==> src/rtl/dmem_arbiter.sv <==
// rtl/dmem_arbiter.sv - two-port arbiter and sequencer for the shared data memory
//
// Port 0 (pipeline MEM stage) has priority over port 1 (loader/dump port).
// A starvation counter forces a port-1 win after STARVE_MAX consecutive
// port-0 grants made while port 1 was waiting.
//
// Ports:
//   clk, rst                      clock, asynchronous active-high reset
//   p0_req/we/addr/wdata          port-0 request (MEM stage)
//   p0_rdata, p0_ack, p0_stall    port-0 response; stall = req & ~ack
//   p1_req/we/addr/wdata          port-1 request (loader)
//   p1_rdata, p1_ack              port-1 response
//   mem_en/we/addr/wdata          registered memory strobe and command
//   mem_rdata                     memory read data, valid MEM_LAT cycles after mem_en
module dmem_arbiter #(
  parameter int AW         = 32,
  parameter int DW         = 32,
  parameter int MEM_LAT    = 1,
  parameter int STARVE_MAX = 4
) (
  input  logic          clk,
  input  logic          rst,
  input  logic          p0_req,
  input  logic          p0_we,
  input  logic [AW-1:0] p0_addr,
  input  logic [DW-1:0] p0_wdata,
  output logic [DW-1:0] p0_rdata,
  output logic          p0_ack,
  output logic          p0_stall,
  input  logic          p1_req,
  input  logic          p1_we,
  input  logic [AW-1:0] p1_addr,
  input  logic [DW-1:0] p1_wdata,
  output logic [DW-1:0] p1_rdata,
  output logic          p1_ack,
  output logic          mem_en,
  output logic          mem_we,
  output logic [AW-1:0] mem_addr,
  output logic [DW-1:0] mem_wdata,
  input  logic [DW-1:0] mem_rdata
);

  localparam int SW = $clog2(STARVE_MAX + 1);

  typedef enum logic [1:0] {IDLE, ISSUE, WAIT, DONE} state_t;

  state_t        state;
  logic [SW-1:0] starve;
  logic [1:0]    cnt;
  logic          grant;   // 1 = port 1 owns the current access
  logic          pick1;

  assign pick1    = p1_req && (!p0_req || (starve == SW'(STARVE_MAX)));
  assign p0_stall = p0_req & ~p0_ack;

  always_ff @(posedge clk or posedge rst) begin
    if (rst) begin
      state     <= IDLE;
      starve    <= '0;
      cnt       <= '0;
      grant     <= 1'b0;
      mem_en    <= 1'b0;
      mem_we    <= 1'b0;
      mem_addr  <= '0;
      mem_wdata <= '0;
      p0_ack    <= 1'b0;
      p1_ack    <= 1'b0;
      p0_rdata  <= '0;
      p1_rdata  <= '0;
    end else begin
      mem_en <= 1'b0;
      p0_ack <= 1'b0;
      p1_ack <= 1'b0;
      unique case (state)
        IDLE: begin
          if (!p1_req) starve <= '0;
          // The ack cycle is spent in IDLE without arbitrating: the winner's
          // req is still high there and must not be taken as a new request.
          if (!(p0_ack || p1_ack) && (p0_req || p1_req)) begin
            grant     <= pick1;
            mem_we    <= pick1 ? p1_we    : p0_we;
            mem_addr  <= pick1 ? p1_addr  : p0_addr;
            mem_wdata <= pick1 ? p1_wdata : p0_wdata;
            mem_en    <= 1'b1;
            state     <= ISSUE;
            if (pick1)
              starve <= '0;
            else if (p1_req && (starve != SW'(STARVE_MAX)))
              starve <= starve + SW'(1);
          end
        end
        ISSUE: begin
          cnt   <= 2'(MEM_LAT - 1);
          state <= (MEM_LAT == 1) ? DONE : WAIT;
        end
        WAIT: begin
          cnt <= cnt - 2'd1;
          if (cnt == 2'd1) state <= DONE;
        end
        DONE: begin
          if (grant) begin
            p1_ack <= 1'b1;
            if (!mem_we) p1_rdata <= mem_rdata;
          end else begin
            p0_ack <= 1'b1;
            if (!mem_we) p0_rdata <= mem_rdata;
          end
          state <= IDLE;
        end
        default: state <= IDLE;
      endcase
    end
  end

endmodule

==> config.mk <==
export PLATFORM = sky130hd
export DESIGN_NAME = dmem_arbiter
export DESIGN_NICKNAME = d
export VERILOG_FILES = /design/src/rtl/dmem_arbiter.sv
export SDC_FILE = /design/constraint.sdc
export NUM_CORES = 1
export LEC_CHECK = 0
export ABC_AREA = 1
export ABC_CLOCK_PERIOD_IN_PS = 7200
export BUFFER_PORTS_ARGS = -buffer_cell sky130_fd_sc_hd__buf_2
export CELL_PAD_IN_SITES_DETAIL_PLACEMENT = 1
export CELL_PAD_IN_SITES_GLOBAL_PLACEMENT = 2
export CORE_MARGIN = 8
export CORE_UTILIZATION = 27
export CTS_BUF_LIST = sky130_fd_sc_hd__clkbuf_16
export CTS_CLUSTER_DIAMETER = 100
export DETAILED_ROUTE_END_ITERATION = 8
export GPL_TIMING_DRIVEN = 0
export PLACE_DENSITY_LB_ADDON = 0.08
export SYNTH_ARGS = -nofsm -noshare
export SYNTH_HDL_FRONTEND = slang
export SYNTH_SLANG_ARGS = --single-unit
export TNS_END_PERCENT = 1
==> constraint.sdc <==
create_clock -name clk -period 7.2 [get_ports clk]
set_clock_uncertainty 0.15 [all_clocks]
set_input_delay 0.72 -clock clk [delete_from_list [all_inputs] [get_ports clk]]
set_output_delay 0.72 -clock clk [all_outputs]
set_load 0.005 [all_outputs]
# After elaboration in Yosys (flattened, before gate mapping)
# Cells that the tools add are included.
[op_classes]
addsub = 2
n_eq_ne = 8
mux = 17
bitwise_logic = 4
reduce_logical = 14
[ops]
columns = ["cell", "n"]
rows = [
  ["32-bit 2-to-1 mux", 2],
  ["3-bit 2-to-1 mux", 4],
  ["2-bit case mux with 4 select lines", 1],
  ["1-bit 2-to-1 mux", 7],
  ["3-bit AND reduction", 2],
  ["2-bit by 1-bit == test with 1-bit output (second input constant)", 2],
  ["2-bit == test (second input constant)", 2],
  ["2-bit 2-to-1 mux", 2],
  ["2-bit inequality test (second input constant)", 2],
  ["2-bit case mux with 2 select lines", 1],
  ["2-bit AND reduction", 2],
  ["3-bit by 1-bit adder with 3-bit output (second input constant)", 1],
  ["3-bit == test (second input constant)", 1],
  ["1-bit logical AND", 3],
  ["1-bit logical OR", 3],
  ["3-bit inequality test (second input constant)", 1],
  ["1-bit NOT", 3],
  ["1-bit zero test", 2],
  ["2-bit zero test", 1],
  ["2-bit nonzero test", 1],
  ["2-bit by 1-bit subtractor with 2-bit output (second input constant)", 1],
  ["1-bit bitwise AND", 1],
]
[totals]
regBits = 140
out_inout_bits = 133
wordCells = 57

# Logic depth before layout (Yosys ltp)
# Gate-level depths: netlist (run 1).
[logic_depth]
word_depth = 5
ltp_mapped = 11

# Worst setup path before layout (run 1)
# No wires, ideal clock.
[synth_timing]
path_kind = "input port to output port"
from = "input p0_req"
to = "output p0_stall"
arrival_time_ns = 0.836
required_ns = 6.330
path_slack_ns = 5.494
stages = 2
cell_sequence = "inv_1 nor2_1"
[synth_between]
elab_chain_len = 1
[synth_rtl]
columns = ["element", "line", "source"]
rows = [
  ["start: declaration", "23", "input logic p0_req,"],
  ["1-bit bitwise AND", "54", "assign p0_stall = p0_req & ~p0_ack;"],
  ["end: declaration", "29", "output logic p0_stall,"],
]
# Every way passes these cells.

# Worst setup path after layout (run 1)
[layout_timing]
from = "register starve[0]"
to = "register mem_wdata[7]"
[layout_between]
elab_chain_len = 4
[layout_rtl]
columns = ["element", "line", "source"]
rows = [
  ["start: declaration", "48", "logic [SW-1:0] starve;"],
  ["start signal: assignment", "89", "starve <= starve + SW'(1);"],
  ["3-bit == test", "53", "assign pick1 = p1_req && (!p0_req || (starve == SW'(STARVE_MAX)));"],
  ["1-bit logical OR", "53", ""],
  ["1-bit logical AND", "53", ""],
  ["32-bit 2-to-1 mux", "83", "mem_wdata <= pick1 ? p1_wdata : p0_wdata;"],
  ["end signal: assignment", "83", ""],
  ["end: declaration", "39", "output logic [DW-1:0] mem_wdata,"],
]
# Every way passes these cells.
# A chain may end at the register's enable or synchronous reset.

==> results.md, run 1 <==
- Fin. Hold Viols: 0
- Slew Limit Fails: 0
- Placeable Area: approximately 23000 µm²
- Number of H-tree levels: 4
- DP Worst Slack: roughly 5.0 ns
- Largest cells by area after synthesis: dfrtp_1 56%, nand2_1 24%, o21ai_0 5.6%
- CTS tree: built
- Sequential element share of the synthesized area: 55.5%
- Layout Area Growth over Synthesis: 39.7%
- Worst-path clk slew: approximately 0.070 ns
- Total clock sinks: 140
- Dpl cells: 1423
- Synth Area in Simple Gates: between 20% and 30%
- Outcome: finished, final reports clean
- Worst Tran Pin Value: ~0.57 ns
- Vias in the first global route: roughly 6800
- Lkg Pwr: 5.15 nW
- DRC: 0
- Critical path class: flop to flop
- Routed length per placed instance: approximately 17 µm
- Hold Path Class: primary input to async pin
- Setup TNS: 0 ns
- DRT Pass-1 Iters: 5
- Psw: 1.35 mW
- Part of the power in the clock network: about a quarter
- Synthesized Nets: approximately 980
- Sequential Power Share: about two fifths
- Crit path launch type: flop
- Peak supply drop: 0.000140 V
- XOR/XNOR Fraction of Synth Area: 0%
- Commonest non-fill, non-tap cell in the layout: nand2_1
- Max-Cap Viols: 0
- Post-CTS Setup Inserts: 0
- IO Port Bufs: 298
- Tcrit/Tclk final: around 29%
- Core Rows: between 50 and 60
- CP Buf/Inv Count: 3
- PostCTS Resize Cnt: 0
- GRT Util Overall: 17.7%
- Final non-filler cell total: 1456
- Arr. time, crit path: between 2 and 2.5 ns
- Skew-Pair Late Insertion Delay: roughly 0.42 ns
- RSZ-0062 raised after global routing: no
- Dominant cell type by area after synthesis: dfrtp_1
- Top-area cell type share of the netlist area: between 50% and 60%
- Worst EP required: between 7 and 8 ns
- Initial DRC Count: 208
- # IOs: 299
- R2R depth: 11
- GRT overflow: 0
- Synth Area in Compound Gates: 6.39%
- Antenna-violating nets left: 0
- Max Fclk: between 400 and 500 MHz
- CP endpoint kind: flop
- Largest family of logic cells by synthesized area: simple AND/OR/NAND/NOR gates
- Netlist cell types: 18
- Crit Path Max Fanout: 10
- CP dominant cell by count: nand2_1
- Num CTS Buffers: 17
- Chip height: 169 µm
- Yosys warnings: 0
- Crit-path max cell delay: approximately 0.35 ns
- Routability Congestion: about 0.75
- Crit-path cells: inv_1, ha_1, nand2_1, nand2_1, nand2_1, buf_2, buf_4, nand2_1, nand2_1, nand2_1, nand2_1
- R2R Path End: mem_wdata[7]$_DFFE_PP0P_
- Switching share of total power: approximately two fifths
- CP max-delay cell: dfrtp_1
- Reg2Reg Setup Slack: 5.14 ns
- Clock Tree Root: clkbuf_16
- Post-Syn Area: 6310 µm²
- Die ar.: about 29000 µm²
- Via Count: 6215
- First-pass GRT wire length: ~40000 µm
- Clock Path Buffers: 2
- Crit Reg-Reg Startpoint: starve[0]$_DFFE_PP0N_
- Post-route worst setup slack: about 5.1 ns
- Most frequent cells in the layout: 403 x nand2_1, 313 x buf_2, 140 x dfrtp_1
- Crit path time final: slightly above 2 ns
- CP Launch Point: starve[0]$_DFFE_PP0N_
- Post-DP HPWL: 19300 µm
- Pint: roughly 2.2 mW
- Mapped Cells: around 810
- Die Wd: between 150 and 200 µm
- Fin nets: 1296
- Largest net degree at the start of global routing: between 90 and 100
- Share of cells above drive strength 1: 31.3%
- Hold_buf cts: 0
- Initial antenna violation count: 2
- Final Util: 38.0%
- Starting Density: a little over a quarter
- Area share of fa/ha/maj cells after synthesis: under 10%
- Power share of the combinational group: 37.0%
- Post-Synthesis Mean Instance Area: ~7.8 µm²
- Rel. slew slack: between 60% and 70%
- Post-Route WL: between 20000 and 25000 µm
- Vias/cell: 4.27
- Post-synthesis mux area share: 0%
- Final setup fails: 0
- Pwr Density: between 400 and 500 nW/µm²
- Worst path top cell family by delay: buffers and inverters
- Yosys reg bits: 140
[power groups by stage]
stage          Combinational, mW  Clock, mW  Sequential [mW]
6_report                    1.31      0.873             1.36
5_1_grt                     1.53      0.932             1.42
4_1_cts                     1.36      0.903             1.37
3_5_place_dp                1.36          0             1.37
3_3_place_gp                1.33          0             1.37
2_1_floorplan              0.610          0             1.40
[logic make-up (layout without fill, tap and decap cells)]
family	after synthesis	after routing
AOI/OAI and AO/OA	79	79
adders and majority gates	7	7
buffers and inverters	101	432
DFF	140	140
other	0	1
and+or+nand+nor	478	478
[state kept, by name, summed over array words and instances, names as in the netlist]
| register | cells |
|---|---|
| cnt | 2 |
| grant | 1 |
| mem_addr | 32 |
| mem_en | 1 |
| mem_wdata | 32 |
| mem_we | 1 |
| p0_ack | 1 |
| p0_rdata | 32 |
| p1_ack | 1 |
| p1_rdata | 32 |
| starve | 3 |
| state | 2 |
[worst max path at each step]
stage,to,slack (ns),cells past startpoint
4_1_cts,p0_rdata[26]$_DFFE_PP0P_,5.08,6
3_3_place_gp,mem_wdata[26]$_DFFE_PP0P_,0.43,2
2_1_floorplan,cnt[0]$_DFFE_PP0P_,2.58,1
3_5_place_dp,mem_addr[22]$_DFFE_PP0P_,4.99,7
5_1_grt,p0_rdata[22]$_DFFE_PP0P_,4.94,7
6_report,mem_wdata[7]$_DFFE_PP0P_,5.14,11
[per-stage QoR]
stage / power [mW] / hold WS, ns / cell area (µm²)
after floorplan: 2.01 / 0.284 / 6310
after global placement: 2.70 / 0.308 / 8200
after detailed placement: 2.73 / 0.310 / 8230
after CTS: 3.63 / 0.189 / 8810
after global routing: 3.88 / 0.208 / 8810
final: 3.54 / 0.179 / 8810
[per-layer routing]
| metal | vias to the layer above | part of all wire (%) | track usage [%] |
|---|---|---|---|
| li1 | 3138 | - | - |
| met1 | 2871 | 42 | 20.7 |
| met2 | 178 | 47 | 29.6 |
| met3 | 24 | 8.7 | 7.10 |
| met4 | 4 | 1.3 | 5.05 |
| met5 | - | 0.088 | 0 |
[layout make-up]
class,instances,area [µm²]
inverters,54,208
repair buffers,299,1520
flip-flops and latches,140,3500
diodes,1,2.50
plain buffers,47,225
multi-input cells,564,2380
fillers,2943,14400
clock inverters,15,150
clock buffers,17,425
well taps,319,399
[cell usage after synthesis]
master,number
inv_1,53
dfrtp_1,140
o21ai_0,70
buf_6,1
nand4_1,1
buf_1,4
buf_2,15
clkbuf_1,21
nand3_1,67
o211ai_1,3
o21ai_1,1
buf_4,6
nand2_1,403
a21oi_1,5
inv_2,1
nor2_2,2
nor2_1,5
ha_1,7
No activity file was read; power rests on OpenSTA's default activity.
==> run 2, diff against run 1 <==
Settings changed: ABC_AREA 1 to 0, ABC_CLOCK_PERIOD_IN_PS 7200 to 1900.
Clock period 7.2 ns to 1.9 ns, I/O delays scaled along.
==> run 2 against run 1 <==
  * Die area is 5.2% lower
  * Critical path depth is 5 lower
  * Worst setup slack worse by 5.1 ns
  * Cell count is 8.8% lower
  * Total power grew to 3.9 times the previous value
  * Non-clock buffer count is 156 higher
  * Combinational power grew to 4.1 times the previous value
  * Clock power grew to 3.8 times the previous value
  * Routed wire length is 4.5% lower
  * Synthesized area is 5.7% lower
  * First-iteration DRC count is 10% lower
==> results.md, run 2 <==
- First-pass GRT wire length: about 37000 µm
- Initial DRC Count: roughly 190
- WHS Endpoint: starve[2]$_DFFE_PP0N_
- Rel. slew slack: around 58%
- Hold Path Class: primary input to flop
- Power share of the combinational group: around two fifths
- GRT Util Overall: 17.7%
- Clock Tree Root: clkbuf_16
- Worst-path clk slew: roughly 0.07 ns
- Part of the power in the clock network: a little under a quarter
- Synth Area in Compound Gates: under 10%
- Post-Synthesis Mean Instance Area: 10.9 µm²
- Share of cells above drive strength 1: 42.5%
- Die Wd: approximately 160 µm
- Fin nets: 1204
- GRT overflow: 0
- Synthesized Nets: ~700
- Initial antenna violation count: 3
- XOR/XNOR Fraction of Synth Area: 0%
- Area share of fa/ha/maj cells after synthesis: under 10%
- Post-synthesis mux area share: between 10% and 20%
- Largest net degree at the start of global routing: 38
- Post-synth EDFFs: 0
- Fin. Hold Viols: 0
- Dpl cell area: slightly below 8000 µm²
- Tcrit/Tclk final: 96.8%
- Post-Route WL: approximately 24000 µm
- Post-synthesis async set-or-reset flop share: 100%
- Sequential Power Share: a little under two fifths
- Top-area cell type share of the netlist area: slightly below 60%
- # IOs: between 200 and 300
- Hold wc startpoint: p0_req
- Chip height: between 150 and 200 µm
- # fillers: 2434
- Pwr Density: 1370 nW/µm²
- Core Rows: 54
- Crit Reg-Reg Startpoint: state[1]$_DFFE_PP0P_
- Lkg Pwr: 4.87 nW
- RSZ-0062 raised after global routing: yes
- Most instantiated cells after synthesis: 140 x dfrtp_1, 132 x nand2_1, 67 x nor2_1
- Netlist cell types: 30
- CP max-delay cell: dfrtp_1
- Vias in the first global route: 6944
- Post-DP HPWL: around 18000 µm
- Finished Cell Area: 10200 µm²
- Num CTS Buffers: 17
- DRC: 0
- Setup TNS: 0 ns
- Mapped Cells: about 550
- Post-Syn Area: roughly 5900 µm²
- Arr. time, crit path: ~2 ns
- Switching share of total power: between 30% and 40%
- Routability Congestion: roughly 0.76
- Max Fclk: approximately 540 MHz
- Number of H-tree levels: 4
- Outcome: finished, final reports clean
- Hold path cells: 3
- Crit path time final: roughly 1.8 ns
- Starting Density: between 20% and 30%
- Layout Area Growth over Synthesis: 71.6%
- CP endpoint kind: flop
- Crit Path Max Fanout: 10
- Antenna-violating nets left: 0
- Critical path class: flop to flop
- Skew-Pair Late Insertion Delay: slightly above 0.4 ns
- Max-Cap Viols: 0
- Most frequent cells in the layout: 304 x buf_2, 163 x dlygate4sd3_1, 140 x dfrtp_1
- R2R Path End: p0_rdata[19]$_DFFE_PP0P_
- Commonest non-fill, non-tap cell in the layout: buf_2
- Crit path launch type: flop
- Vias/cell: 4.50
- Worst EP required: slightly above 2 ns
- Total clock sinks: 140
- Reg2Reg Setup Slack: just over 0.06 ns
- Sequential element share of the synthesized area: 58.9%
- Largest family of logic cells by synthesized area: simple AND/OR/NAND/NOR gates
- Dominant cell type by area after synthesis: dfrtp_1
- CTS tree: built
- Most common cell in the netlist: dfrtp_1
- IO Port Bufs: around 300
- DRT Pass-1 Iters: 4
- Final setup fails: 0
- Crit-path max cell delay: ~0.4 ns
- Routed length per placed instance: 17.9 µm
- Synth Area in Simple Gates: between 10% and 20%
- Slew Limit Fails: 0
- Largest cells by area after synthesis: dfrtp_1 59%, mux2_2 12%, nand2_1 8.3%
- Placeable Area: between 20000 and 25000 µm²
- Pint: a little over 9 mW
- Die ar.: between 20000 and 30000 µm²
- Top_reg_cell synth: dfrtp_1
- Peak supply drop: about 0.00052 V
- Worst Tran Pin Value: between 0.6 and 0.7 ns
- Crit-path cells: ha_1, nor2b_2, nor2b_1, clkbuf_4, buf_6, mux2_2
- Via Count: slightly below 6000
- Psw: 4.74 mW
- Yosys reg bits: 140
- R2R depth: 6
- Clock Path Buffers: 2
- Yosys warnings: 0
==> run 2: stage by stage <==
stage	util [%]	setup WS (ns)	hold slack, ns	std cells	power (mW)
detailed placement	36.3	-0.235	0.161	1129	10.4
floorplan	-	-0.189	0.172	547	7.77
global route	47.0	-0.0661	0.117	1327	15.0
finish	47.0	0.0604	0.108	1328	13.9
CTS	46.8	-0.00410	0.0786	1323	14.1
global placement	35.9	-1.24	0.271	1125	10.2
==> run 2: metal layers <==
layer / up-vias / global-route usage (%) / wire, µm
met1: 2887 / 20.6 / 9610
met5: - / 0 / 0
met3: 37 / 5.43 / 1880
met4: 0 / 7.04 / 671
met2: 211 / 30.0 / 11600
li1: 2835 / - / -
==> run 2: worst max path at each step <==
stage	startpoint	endpoint	cells past startpoint
3_5_place_dp	state[0]$_DFFE_PP0P_	mem_addr[18]$_DFFE_PP0P_	7
2_1_floorplan	rst	cnt[0]$_DFFE_PP0P_	1
5_1_grt	state[1]$_DFFE_PP0P_	p0_rdata[23]$_DFFE_PP0P_	6
3_3_place_gp	rst	mem_wdata[28]$_DFFE_PP0P_	2
4_1_cts	state[1]$_DFFE_PP0P_	p1_rdata[23]$_DFFE_PP0P_	5
6_report	state[1]$_DFFE_PP0P_	p0_rdata[19]$_DFFE_PP0P_	6
==> run 2: timing repair <==
| action | CTS | global route |
|---|---|---|
| setup buffers | 0 | 1 |
| pin swaps | 1 | 5 |
| setup endpoints to repair | 126 | 121 |
| hold buffers | 163 | 0 |
| gates resized for setup | 25 | 20 |
| endpoints found under the hold margin | 152 | 0 |
==> run 2: final cells by class <==
cell class,instances,area [µm²],area share [%]
repair buffers,466,3210,31.5
well taps,280,350,3.43
flip-flops and latches,140,3500,34.3
multi-input cells,361,2180,21.3
plain buffers,36,335,3.29
clock inverters,15,154,1.51
inverters,9,37.5,0.368
diodes,4,10.0,0.0981
clock buffers,17,425,4.17
==> run 2: power groups by stage <==
stage	Clock, mW	Combinational [mW]	Sequential [mW]
global placement	0	4.91	5.25
floorplan	0	2.38	5.39
finish	3.30	5.34	5.29
detailed placement	0	5.07	5.35
global route	3.53	5.98	5.51
CTS	3.41	5.42	5.31
==> run 2: kinds of logic (layout without fill, tap and decap cells) <==
logic type | count (synthesis) | in the layout
mux | 67 | 67
simple gates | 211 | 211
other cells | 0 | 4
flops | 140 | 140
fa+ha+maj | 7 | 7
buf+inv | 46 | 543
compound gates | 76 | 76
==> run 2: worst max-delay path: cells and delay by family, from the launching register on <==
kind | cells | cell delay [ns]
multiplexers | 1 | 0.35
AND/OR/NAND/NOR | 2 | 0.28
adder cells (fa/ha/maj) | 1 | 0.18
buffers and inverters | 2 | 0.36
flip-flops | 1 | 0.41
